`src/rtl/elevator_motion_ctrl_if.sv`:
```
// Floor-call / step-tick inputs and stepper-driver outputs of the elevator trip controller.
interface elevator_motion_ctrl_if #(
   parameter int unsigned NUM_FLOORS = 4
);
   localparam int unsigned FW = (NUM_FLOORS > 1) ? $clog2(NUM_FLOORS) : 1;

   logic [NUM_FLOORS-1:0] call;
   logic                  step_pulse;
   logic                  start;
   logic                  dir;
   logic [1:0]            speed;
   logic [FW-1:0]         floor;
   logic                  door_open;
   logic                  moving;

   modport master (
      input  call, step_pulse,
      output start, dir, speed, floor, door_open, moving
   );

   modport slave (
      output call, step_pulse,
      input  start, dir, speed, floor, door_open, moving
   );
endinterface

```
`src/rtl/elevator_motion_ctrl.sv`:
```
// Elevator trip controller: latches floor calls, tracks car position in motor steps,
// drives stepper start/dir/speed with a step-counted ramp and times the door.
module elevator_motion_ctrl #(
   parameter int unsigned NUM_FLOORS      = 4,
   parameter int unsigned STEPS_PER_FLOOR = 200,
   parameter int unsigned RAMP_STEPS      = 20,
   parameter int unsigned DOOR_CYCLES     = 50000000
) (
   input  logic                   clk,
   input  logic                   rst_n,
   elevator_motion_ctrl_if.master bus
);
   localparam int unsigned FW      = (NUM_FLOORS > 1) ? $clog2(NUM_FLOORS) : 1;
   localparam int unsigned POS_MAX = (NUM_FLOORS - 1) * STEPS_PER_FLOOR;
   localparam int unsigned PW      = (POS_MAX > 0) ? $clog2(POS_MAX + 1) : 1;
   localparam int unsigned TW      = (DOOR_CYCLES > 0) ? $clog2(DOOR_CYCLES + 1) : 1;

   localparam logic [PW-1:0] POS_LIM = PW'(POS_MAX);
   localparam logic [PW-1:0] SPF     = PW'(STEPS_PER_FLOOR);
   localparam logic [PW-1:0] RAMP1   = PW'(RAMP_STEPS);
   localparam logic [PW-1:0] RAMP2   = PW'(2 * RAMP_STEPS);
   localparam logic [TW-1:0] TLOAD   = TW'(DOOR_CYCLES);

   typedef enum logic [1:0] {ST_IDLE, ST_DOOR, ST_MOVE} state_t;

   state_t                r_state,  w_state_nxt;
   logic [PW-1:0]         r_pos,    w_pos_nxt;
   logic [PW-1:0]         r_done,   w_done_nxt;
   logic [TW-1:0]         r_timer,  w_timer_nxt;
   logic [NUM_FLOORS-1:0] r_req,    w_req_nxt;
   logic [FW-1:0]         r_target, w_target_nxt;
   logic [FW-1:0]         r_floor,  w_floor_nxt;
   logic                  r_dir,    w_dir_nxt;
   logic                  r_start,  w_start_nxt;
   logic [1:0]            r_speed,  w_speed_nxt;
   logic                  r_door,   w_door_nxt;
   logic                  r_moving, w_moving_nxt;

   logic [NUM_FLOORS-1:0] w_clr;
   logic                  w_up_found, w_dn_found;
   logic [FW-1:0]         w_up_tgt,   w_dn_tgt;
   logic [PW-1:0]         w_floor_pos, w_tgt_pos, w_left;
   logic                  w_at_floor;

   assign w_floor_pos = PW'(r_floor) * SPF;
   assign w_tgt_pos   = PW'(r_target) * SPF;
   assign w_at_floor  = (r_pos == w_floor_pos);

   // Nearest pending request above (lowest index) and below (highest index) the car.
   always_comb begin : p_search
      w_up_found = 1'b0;
      w_up_tgt   = '0;
      w_dn_found = 1'b0;
      w_dn_tgt   = '0;
      for (int i = int'(NUM_FLOORS) - 1; i >= 0; i--) begin
         if (r_req[i] && (FW'(i) > r_floor)) begin
            w_up_found = 1'b1;
            w_up_tgt   = FW'(i);
         end
      end
      for (int i = 0; i < int'(NUM_FLOORS); i++) begin
         if (r_req[i] && (FW'(i) < r_floor)) begin
            w_dn_found = 1'b1;
            w_dn_tgt   = FW'(i);
         end
      end
   end

   always_comb begin : p_next
      w_state_nxt  = r_state;
      w_pos_nxt    = r_pos;
      w_done_nxt   = r_done;
      w_timer_nxt  = r_timer;
      w_target_nxt = r_target;
      w_dir_nxt    = r_dir;
      w_start_nxt  = 1'b0;
      w_speed_nxt  = 2'b00;
      w_door_nxt   = 1'b0;
      w_moving_nxt = 1'b0;
      w_clr        = '0;
      w_left       = '0;

      case (r_state)
         ST_IDLE: begin
            if (r_req[r_floor] && w_at_floor) begin
               w_state_nxt    = ST_DOOR;
               w_clr[r_floor] = 1'b1;
               w_timer_nxt    = TLOAD;
               w_door_nxt     = 1'b1;
            end else if (w_up_found || w_dn_found) begin
               w_state_nxt  = ST_MOVE;
               w_start_nxt  = 1'b1;
               w_moving_nxt = 1'b1;
               w_speed_nxt  = 2'b01;
               w_done_nxt   = '0;
               // Keep heading if something lies ahead, otherwise reverse.
               if ((r_dir && w_up_found) || !w_dn_found) begin
                  w_target_nxt = w_up_tgt;
                  w_dir_nxt    = 1'b1;
               end else begin
                  w_target_nxt = w_dn_tgt;
                  w_dir_nxt    = 1'b0;
               end
            end
         end

         ST_MOVE: begin
            w_start_nxt  = 1'b1;
            w_moving_nxt = 1'b1;
            w_speed_nxt  = r_speed;
            if (bus.step_pulse && (r_dir ? (r_pos != POS_LIM) : (r_pos != '0))) begin
               w_pos_nxt = r_dir ? (r_pos + 1'b1) : (r_pos - 1'b1);
               if (r_done != '1) begin
                  w_done_nxt = r_done + 1'b1;
               end
               w_left = (w_tgt_pos >= w_pos_nxt) ? (w_tgt_pos - w_pos_nxt)
                                                 : (w_pos_nxt - w_tgt_pos);
               if (w_left == '0) begin
                  w_state_nxt     = ST_DOOR;
                  w_start_nxt     = 1'b0;
                  w_moving_nxt    = 1'b0;
                  w_speed_nxt     = 2'b00;
                  w_door_nxt      = 1'b1;
                  w_timer_nxt     = TLOAD;
                  w_clr[r_target] = 1'b1;
               end else if ((w_done_nxt < RAMP1) || (w_left <= RAMP1)) begin
                  w_speed_nxt = 2'b01;
               end else if ((w_done_nxt < RAMP2) || (w_left <= RAMP2)) begin
                  w_speed_nxt = 2'b10;
               end else begin
                  w_speed_nxt = 2'b11;
               end
            end
         end

         ST_DOOR: begin
            w_door_nxt     = 1'b1;
            w_clr[r_floor] = 1'b1;
            if (bus.call[r_floor]) begin
               w_timer_nxt = TLOAD;
            end else if (r_timer <= TW'(1)) begin
               w_timer_nxt = '0;
               w_state_nxt = ST_IDLE;
               w_door_nxt  = 1'b0;
            end else begin
               w_timer_nxt = r_timer - 1'b1;
            end
         end

         default: begin
            w_state_nxt = ST_IDLE;
         end
      endcase

      // Clear beats a fresh call only while the door is open at that floor.
      w_req_nxt   = (r_state == ST_DOOR) ? ((r_req | bus.call) & ~w_clr)
                                         : ((r_req & ~w_clr) | bus.call);
      w_floor_nxt = FW'(w_pos_nxt / SPF);
   end

   always_ff @(posedge clk or negedge rst_n) begin : p_regs
      if (!rst_n) begin
         r_state  <= ST_IDLE;
         r_pos    <= '0;
         r_done   <= '0;
         r_timer  <= '0;
         r_req    <= '0;
         r_target <= '0;
         r_floor  <= '0;
         r_dir    <= 1'b1;
         r_start  <= 1'b0;
         r_speed  <= 2'b00;
         r_door   <= 1'b0;
         r_moving <= 1'b0;
      end else begin
         r_state  <= w_state_nxt;
         r_pos    <= w_pos_nxt;
         r_done   <= w_done_nxt;
         r_timer  <= w_timer_nxt;
         r_req    <= w_req_nxt;
         r_target <= w_target_nxt;
         r_floor  <= w_floor_nxt;
         r_dir    <= w_dir_nxt;
         r_start  <= w_start_nxt;
         r_speed  <= w_speed_nxt;
         r_door   <= w_door_nxt;
         r_moving <= w_moving_nxt;
      end
   end

   assign bus.start     = r_start;
   assign bus.dir       = r_dir;
   assign bus.speed     = r_speed;
   assign bus.floor     = r_floor;
   assign bus.door_open = r_door;
   assign bus.moving    = r_moving;
endmodule

```
`src/flat_wrapper.sv`:
```
// flat-port wrapper written by rule: the top's interface ports become plain ports
module elevator_motion_ctrl_flat 
#(
   parameter int unsigned NUM_FLOORS      = 4,
   parameter int unsigned STEPS_PER_FLOOR = 200,
   parameter int unsigned RAMP_STEPS      = 20,
   parameter int unsigned DOOR_CYCLES     = 50000000
)
  (clk, rst_n, bus_call, bus_step_pulse, bus_start, bus_dir, bus_speed, bus_floor, bus_door_open, bus_moving);
  elevator_motion_ctrl_if #(.NUM_FLOORS(NUM_FLOORS)) bus_i ();
  input  logic clk;
  input  logic rst_n;
  input wire logic [$bits(bus_i.call)-1:0] bus_call;
  input wire logic [$bits(bus_i.step_pulse)-1:0] bus_step_pulse;
  output wire logic [$bits(bus_i.start)-1:0] bus_start;
  output wire logic [$bits(bus_i.dir)-1:0] bus_dir;
  output wire logic [$bits(bus_i.speed)-1:0] bus_speed;
  output wire logic [$bits(bus_i.floor)-1:0] bus_floor;
  output wire logic [$bits(bus_i.door_open)-1:0] bus_door_open;
  output wire logic [$bits(bus_i.moving)-1:0] bus_moving;
  assign bus_i.call = bus_call;
  assign bus_i.step_pulse = bus_step_pulse;
  assign bus_start = bus_i.start;
  assign bus_dir = bus_i.dir;
  assign bus_speed = bus_i.speed;
  assign bus_floor = bus_i.floor;
  assign bus_door_open = bus_i.door_open;
  assign bus_moving = bus_i.moving;
  elevator_motion_ctrl #(.NUM_FLOORS(NUM_FLOORS), .STEPS_PER_FLOOR(STEPS_PER_FLOOR), .RAMP_STEPS(RAMP_STEPS), .DOOR_CYCLES(DOOR_CYCLES)) u_core (.clk(clk), .rst_n(rst_n), .bus(bus_i));
endmodule
```
`config.mk`:
```
export PLATFORM = sky130hd
export DESIGN_NAME = elevator_motion_ctrl_flat
export DESIGN_NICKNAME = d
export VERILOG_FILES = /design/src/rtl/elevator_motion_ctrl_if.sv /design/src/rtl/elevator_motion_ctrl.sv /design/src/flat_wrapper.sv
export SDC_FILE = /design/constraint.sdc
export NUM_CORES = 1
export LEC_CHECK = 0
export CORE_UTILIZATION = 56
export DETAILED_ROUTE_END_ITERATION = 6
export PLACE_DENSITY = 0.76
export SLEW_MARGIN = 20
export SYNTH_ARGS = -nofsm -noshare
export SYNTH_HDL_FRONTEND = slang
export SYNTH_SLANG_ARGS = --single-unit
export TNS_END_PERCENT = 100
```
`constraint.sdc`:
```
create_clock -name clk -period 5.1 [get_ports clk]
set_input_delay 1.02 -clock clk [delete_from_list [all_inputs] [get_ports clk]]
set_output_delay 1.02 -clock clk [all_outputs]
set_load 0.03 [all_outputs]
```
# Word level (Yosys, flattened, before mapping)
# Index checks and enable logic that the tools add are counted.
# W data, S select, Z words.
[word_totals]
ff_bits = 61
latchBits = 0
ramBits = 0
mem_bits_ro = 0
input_bits = 7
out_inout_bits = 8
elab_cells = 157
mem_count = 0
[op_classes]
addsub = 6
n_mul = 2
div_mod_pow = 1
n_lt_le_gt_ge = 18
n_eq_ne = 13
shift = 0
n_mux = 73
bitwise = 6
reduce_logical = 27
[ops]
columns = ["cell", "n"]
rows = [
  ["$mux W26", 5],
  ["$mux W10", 10],
  ["$pmux W26 S3", 1],
  ["$mux W2", 17],
  ["$le A26 B1 Y1 const B", 1],
  ["$mux W1", 26],
  ["$sub A26 B1 Y26 const B", 1],
  ["$add A10 B1 Y10 const B", 2],
  ["$ne A10 B10 Y1 const B", 2],
  ["$pmux W10 S2", 1],
  ["$sub A10 B10 Y10", 2],
  ["$mux W4", 4],
  ["$mul A2 B5 Y7 const B", 2],
  ["$logic_and A1 B1 Y1", 13],
  ["$pmux W4 S3", 1],
  ["$div A10 B8 Y10 const B", 1],
  ["$eq A10 B10 Y1", 1],
  ["$ge A10 B10 Y1", 1],
  ["$le A10 B5 Y1 const B", 1],
  ["$le A10 B6 Y1 const B", 1],
  ["$logic_not A10 Y1", 1],
  ["$lt A10 B5 Y1 const B", 1],
  ["$lt A10 B6 Y1 const B", 1],
  ["$ne A2 B1 Y1 const B", 5],
  ["30 further kinds", 45],
]

# Logic depth before layout (Yosys ltp)
# Gate-level depths: netlist of the first run.
[logic_depth]
ltp_word = 12
ltp_mapped = 21
depth_no_buf = 19

# Least setup slack after synthesis of the first run
# Ideal clock, no wire load.
[synth_timing]
kind = "register to register"
start = "reg u_core.r_dir, in the netlist u_core.bus.dir"
end = "reg u_core.r_timer[2]"
setup_time_ns = 0.124
arrival_time_ns = 4.881
required_time_ns = 4.976
setup_slack_ns = 0.095
path_stages_with_launch = 21
n_path_buf = 2
synth_period_minus_slack_ns = 5.005
cell_sequence = "dfstp_2 -> inv_1 -> ha_1 -> a21oi_1 -> and2_1 -> a21oi_1 -> or4_1 -> nand3_1 -> xor2_1 -> ha_1 -> nand2_1 -> o21ai_0 -> clkbuf_1 -> mux2i_1 -> mux2i_1 -> o21bai_1 -> nor4b_2 -> nand4b_1 -> o21a_1 -> buf_2 -> a211o_1"
[synth_via]
elab_chain_cells = 6
word_cells_on_any_way = 11
classes_between = "2 x add/sub; 1 x order compare; 2 x eq/ne; 3 x mux; 3 x reduce/logical"
[synth_lines]
columns = ["item", "line", "text"]
rows = [
  ["start, declared", "elevator_motion_ctrl.sv:33", "logic r_dir, w_dir_nxt;"],
  ["start signal, assigned", "elevator_motion_ctrl.sv:183", "r_dir <= w_dir_nxt;"],
  ["$mux W10", "elevator_motion_ctrl.sv:112", "w_pos_nxt = r_dir ? (r_pos + 1'b1) : (r_pos - 1'b1);"],
  ["$sub A10 B10 Y10, or another cell as far along", "elevator_motion_ctrl.sv:117", ": (w_pos_nxt - w_tgt_pos);"],
  ["$mux W10", "elevator_motion_ctrl.sv:116", "w_left = (w_tgt_pos >= w_pos_nxt) ? (w_tgt_pos - w_pos_nxt)"],
  ["$logic_not A10 Y1", "elevator_motion_ctrl.sv:118", "if (w_left == '0) begin"],
  ["$ne A2 B1 Y1 (no line)", "--", ""],
  ["$reduce_and A4 Y1 (no line) *", "--", ""],
  ["end signal, assigned", "elevator_motion_ctrl.sv:179", "r_timer <= w_timer_nxt;"],
  ["end, declared", "elevator_motion_ctrl.sv:29", "logic [TW-1:0] r_timer, w_timer_nxt;"],
]
# Mark *: on every way between the ends. The rest lies on a longest branch, timed or not.
# A chain may end at the register's enable or synchronous reset.

# Worst setup path in the final report of the first run
[layout_timing]
start = "reg u_core.r_dir, in the netlist u_core.bus.dir"
end = "reg u_core.r_timer[4]"
# The elaborated chain is that of the path after synthesis.

==> results of run 1 <==
==> state kept, by name (all words and copies together), names as in the netlist <==
signal	flops
u_core.r_target	2
u_core.bus.door_open	1
u_core.r_req	4
u_core.r_done	10
u_core.bus.speed	2
u_core.bus.start	1
u_core.r_timer	26
u_core.bus.dir	1
u_core.bus.floor	2
u_core.r_state	2
u_core.r_pos	10
==> final cells by class <==
class,instances,area [sq um]
Multi-Input combinational cell,513,3450
Fill cell,753,3050
Inverter,33,124
Clock buffer,9,124
Sequential cell,61,1530
Clock inverter,7,50.0
Tap cell,108,135
Timing Repair Buffer,41,350
==> layout by cell type (no fill, tap or decap), types with 4 or more instances in the layout <==
cell,synthesis,layout
a211oi_1,5,5
a21o_1,7,7
a21oi_1,66,62
a21oi_2,1,5
a22o_1,5,5
a22oi_1,4,4
a31oi_1,11,11
and2_1,10,10
and3_1,9,9
buf_4,1,26
clkbuf_8,0,9
clkdlybuf4s50_1,0,13
dfrtp_1,60,60
ha_1,33,31
inv_1,33,32
mux2i_1,7,7
nand2_1,53,53
nand2b_1,8,7
nand3_1,26,24
nand4_1,4,4
nor2_1,53,52
nor2b_1,8,8
nor3_1,23,23
nor4_1,9,8
o211ai_1,10,10
o21ai_0,42,41
o31ai_1,8,8
or2_2,4,4
or3_1,11,11
or4_1,4,4
xnor2_1,7,7
xor2_1,4,4
==> worst max-delay path by stage <==
| stage | end | depth (start not counted) | slack (ps) |
|---|---|---|---|
| 2_1_floorplan | u_core.r_timer[2] | 20 | 90 |
| 4_1_cts | u_core.r_timer[2] | 19 | 0.2 |
| 6_report | u_core.r_timer[4] | 21 | 50 |
| 3_5_place_dp | u_core.r_timer[5] | 19 | -20 |
| 5_1_grt | u_core.r_timer[4] | 21 | -130 |
| 3_3_place_gp | u_core.r_timer[2] | 19 | 170 |
==> through the flow <==
step                 util  cell area (sq um)  instances
finish              0.654               5760        772
global route        0.654               5760        772
CTS                 0.642               5650        768
detailed placement  0.622               5470        752
global placement    0.622               5470        752
floorplan               -               5120        629
==> cells by family after synthesis <==
group	count (synthesis)	share of synthesized area
buf+inv	56	0.0459
mux	13	0.0313
compound gates	206	0.262
flops	61	0.298
xor+xnor	12	0.0220
simple gates	246	0.252
fa+ha+maj	35	0.0884
==> power breakdown <==
group	internal [uW]	switching, uW
clock	179	213
sequential	606	183
combinational	1050	1470
total	1830	1860
==> repair_timing <==
| action | CTS | global route |
|---|---|---|
| setup buffers | 0 | 3 |
| gates cloned | 0 | 1 |
| resized for setup | 1 | 19 |
| setup endpoints to repair | 3 | 36 |
| pin swaps | 0 | 6 |
| hold endpoints to repair | 0 | 0 |
==> per-layer routing <==
| layer | routed length, um | vias to the layer above | global-route usage |
|---|---|---|---|
| li1 | - | 2405 | - |
| met1 | 6240 | 2450 | 0.426 |
| met2 | 6520 | 179 | 0.474 |
| met3 | 876 | 18 | 0.0381 |
| met4 | 203 | 0 | 0.0921 |
| met5 | 0 | - | 0 |
==> worst max-delay path: stages, from the launching register on <==
cell and delay [ps]:
dfstp_2 540, inv_2 60, buf_4 160, ha_1 320, nand3_1 110, or2_1 130, a21oi_1 100, or4_1 540
nand3_2 100, xor2_1 200, ha_1 340, a21oi_2 210, o21ai_2 100, or4b_2 640, a21oi_2 140, nor3_1 60
nand2_1 70, o211a_1 210, nand4b_1 250, buf_4 240, o21a_2 240, a21o_1 190
==> results.md, run 1 <==
- DR vias/cell: around 6.5
- WL/cell: roughly 18 um
- Post-synth EDFFs: 0
- Avg Inst Size Synth: approximately 8 sq um
- Fin nets: around 700
- Post-route ant nets: 0
- Row Count: 34
- Worst vdd ir: roughly 0.00025 V
- Initial core utilization: 0.582
- Max-Cap Viols: 0
- First-pass GRT wire length: 23.2 mm
- Hold Crit Class: reg -> reg
- Latest clock arrival within the worst-skew pair: between 300 and 400 ps
- Total CTS buffers: 9
- Most frequent cells after synthesis: a21oi_1, dfrtp_1, nand2_1, nor2_1, o21ai_0
- Largest net degree at the start of global routing: 62
- Area grow syn2layout: 12.4%
- Hpwl dp: about 10 mm
- Setup TNS: 0 ps
- Final WL: around 14 mm
- Die Y: a little under 100 um
- Drc violations: 3
- # setup viols final: 0
- R2r setup slk: around 55 ps
- Setup crit start kind: flop
- Count of state elements after synthesis: about 60
- Top-area cell type share of the netlist area: 0.293
- Clock buffer depth: 2
- Arrival @ worst endpoint: 5270 ps
- Count leader, synth: a21oi_1
- Worst r2r path cells: 21
- Cell count after synthesis: roughly 630
- Post-synthesis cell type count: 82
- Gr usage total: 0.299
- N_diodes: 0
- Hold path endpoint: u_core.bus.speed[1]
- Hold Path Origin: u_core.bus.speed[1]
- Seq/Total Area, Yosys: 0.298
- Top cells by area, synth: dfrtp_1, ha_1, a21oi_1
- Violated checks: design-rule violations
- Worst slew pin tran: between 700 and 800 ps
- Clock sinks: 61
- Pins Over Slew Limit: 0
- Min-Delay Path Depth: 2
- Grt total ovfl: 0
- Peak Freq: approximately 200 MHz
- Mapped Nets: 671
- Crit path capture type: flop
- Core ar.: about 8800 sq um
- Async SR Flop Fraction: 1.00
- Root buf cell: clkbuf_8
- Slew headroom: 0.476
- Top FF cell, synth: dfrtp_1
- R2R Path End: u_core.r_timer[4]
- Setup WS pre-CTS: -19.3 ps
- Crit path launch: u_core.bus.dir
- Clock slew at reported path FFs: approximately 80 ps
- Layout cells sized above 1: 0.137
- Final hold vios: 0
- Die area: 9530 sq um
- Hold WS: 522 ps
- R2r startpoint: u_core.bus.dir
- Post-synth top area cell: dfrtp_1
- 1st-iter DRT viols: between 300 and 400
- TritonCTS clock tree: yes
- Initial antenna violation count: 0
- Yosys warning total: 0
- Gpl congestion: approximately 0.91
- WS Path Type: reg -> reg
- Final WS setup: approximately 55 ps
- Clock Skew: approximately 13 ps
- Total power draw: between 3000 and 4000 uW
- Fin crit period: ~5000 ps
- Critical Path RT: 5330 ps
- Final Cycle Share: 0.989
- Drt pass-1 iters: 7
- CP Max Fanout: 6
- # IOs: 15
- CTS Hold Bufs: 0
- Outcome: finished, violations left
- PwrDens: approximately 640 nW/um^2
- Port bufs: 14
- Netlist Area Pre-Place: about 5100 sq um
- DIE WIDTH: slightly below 100 um
- P_leak: between 0.002 and 0.003 uW
- Number of global-route vias before repair: around 4800
- H-tree levels: 3
- Vias: 5052
Note: power is estimated with default switching activity, not from simulation.
==> inputs of run 2 (changes only) <==
--- a/config.mk
+++ b/config.mk
@@ -8,6 +8,7 @@
 export CORE_UTILIZATION = 56
 export DETAILED_ROUTE_END_ITERATION = 6
 export PLACE_DENSITY = 0.76
+export SKIP_LAST_GASP = 1
 export SLEW_MARGIN = 20
 export SYNTH_ARGS = -nofsm -noshare
 export SYNTH_HDL_FRONTEND = slang
==> results of run 2 <==
The final DEF is identical to that of run 1; final timing and power are the same.
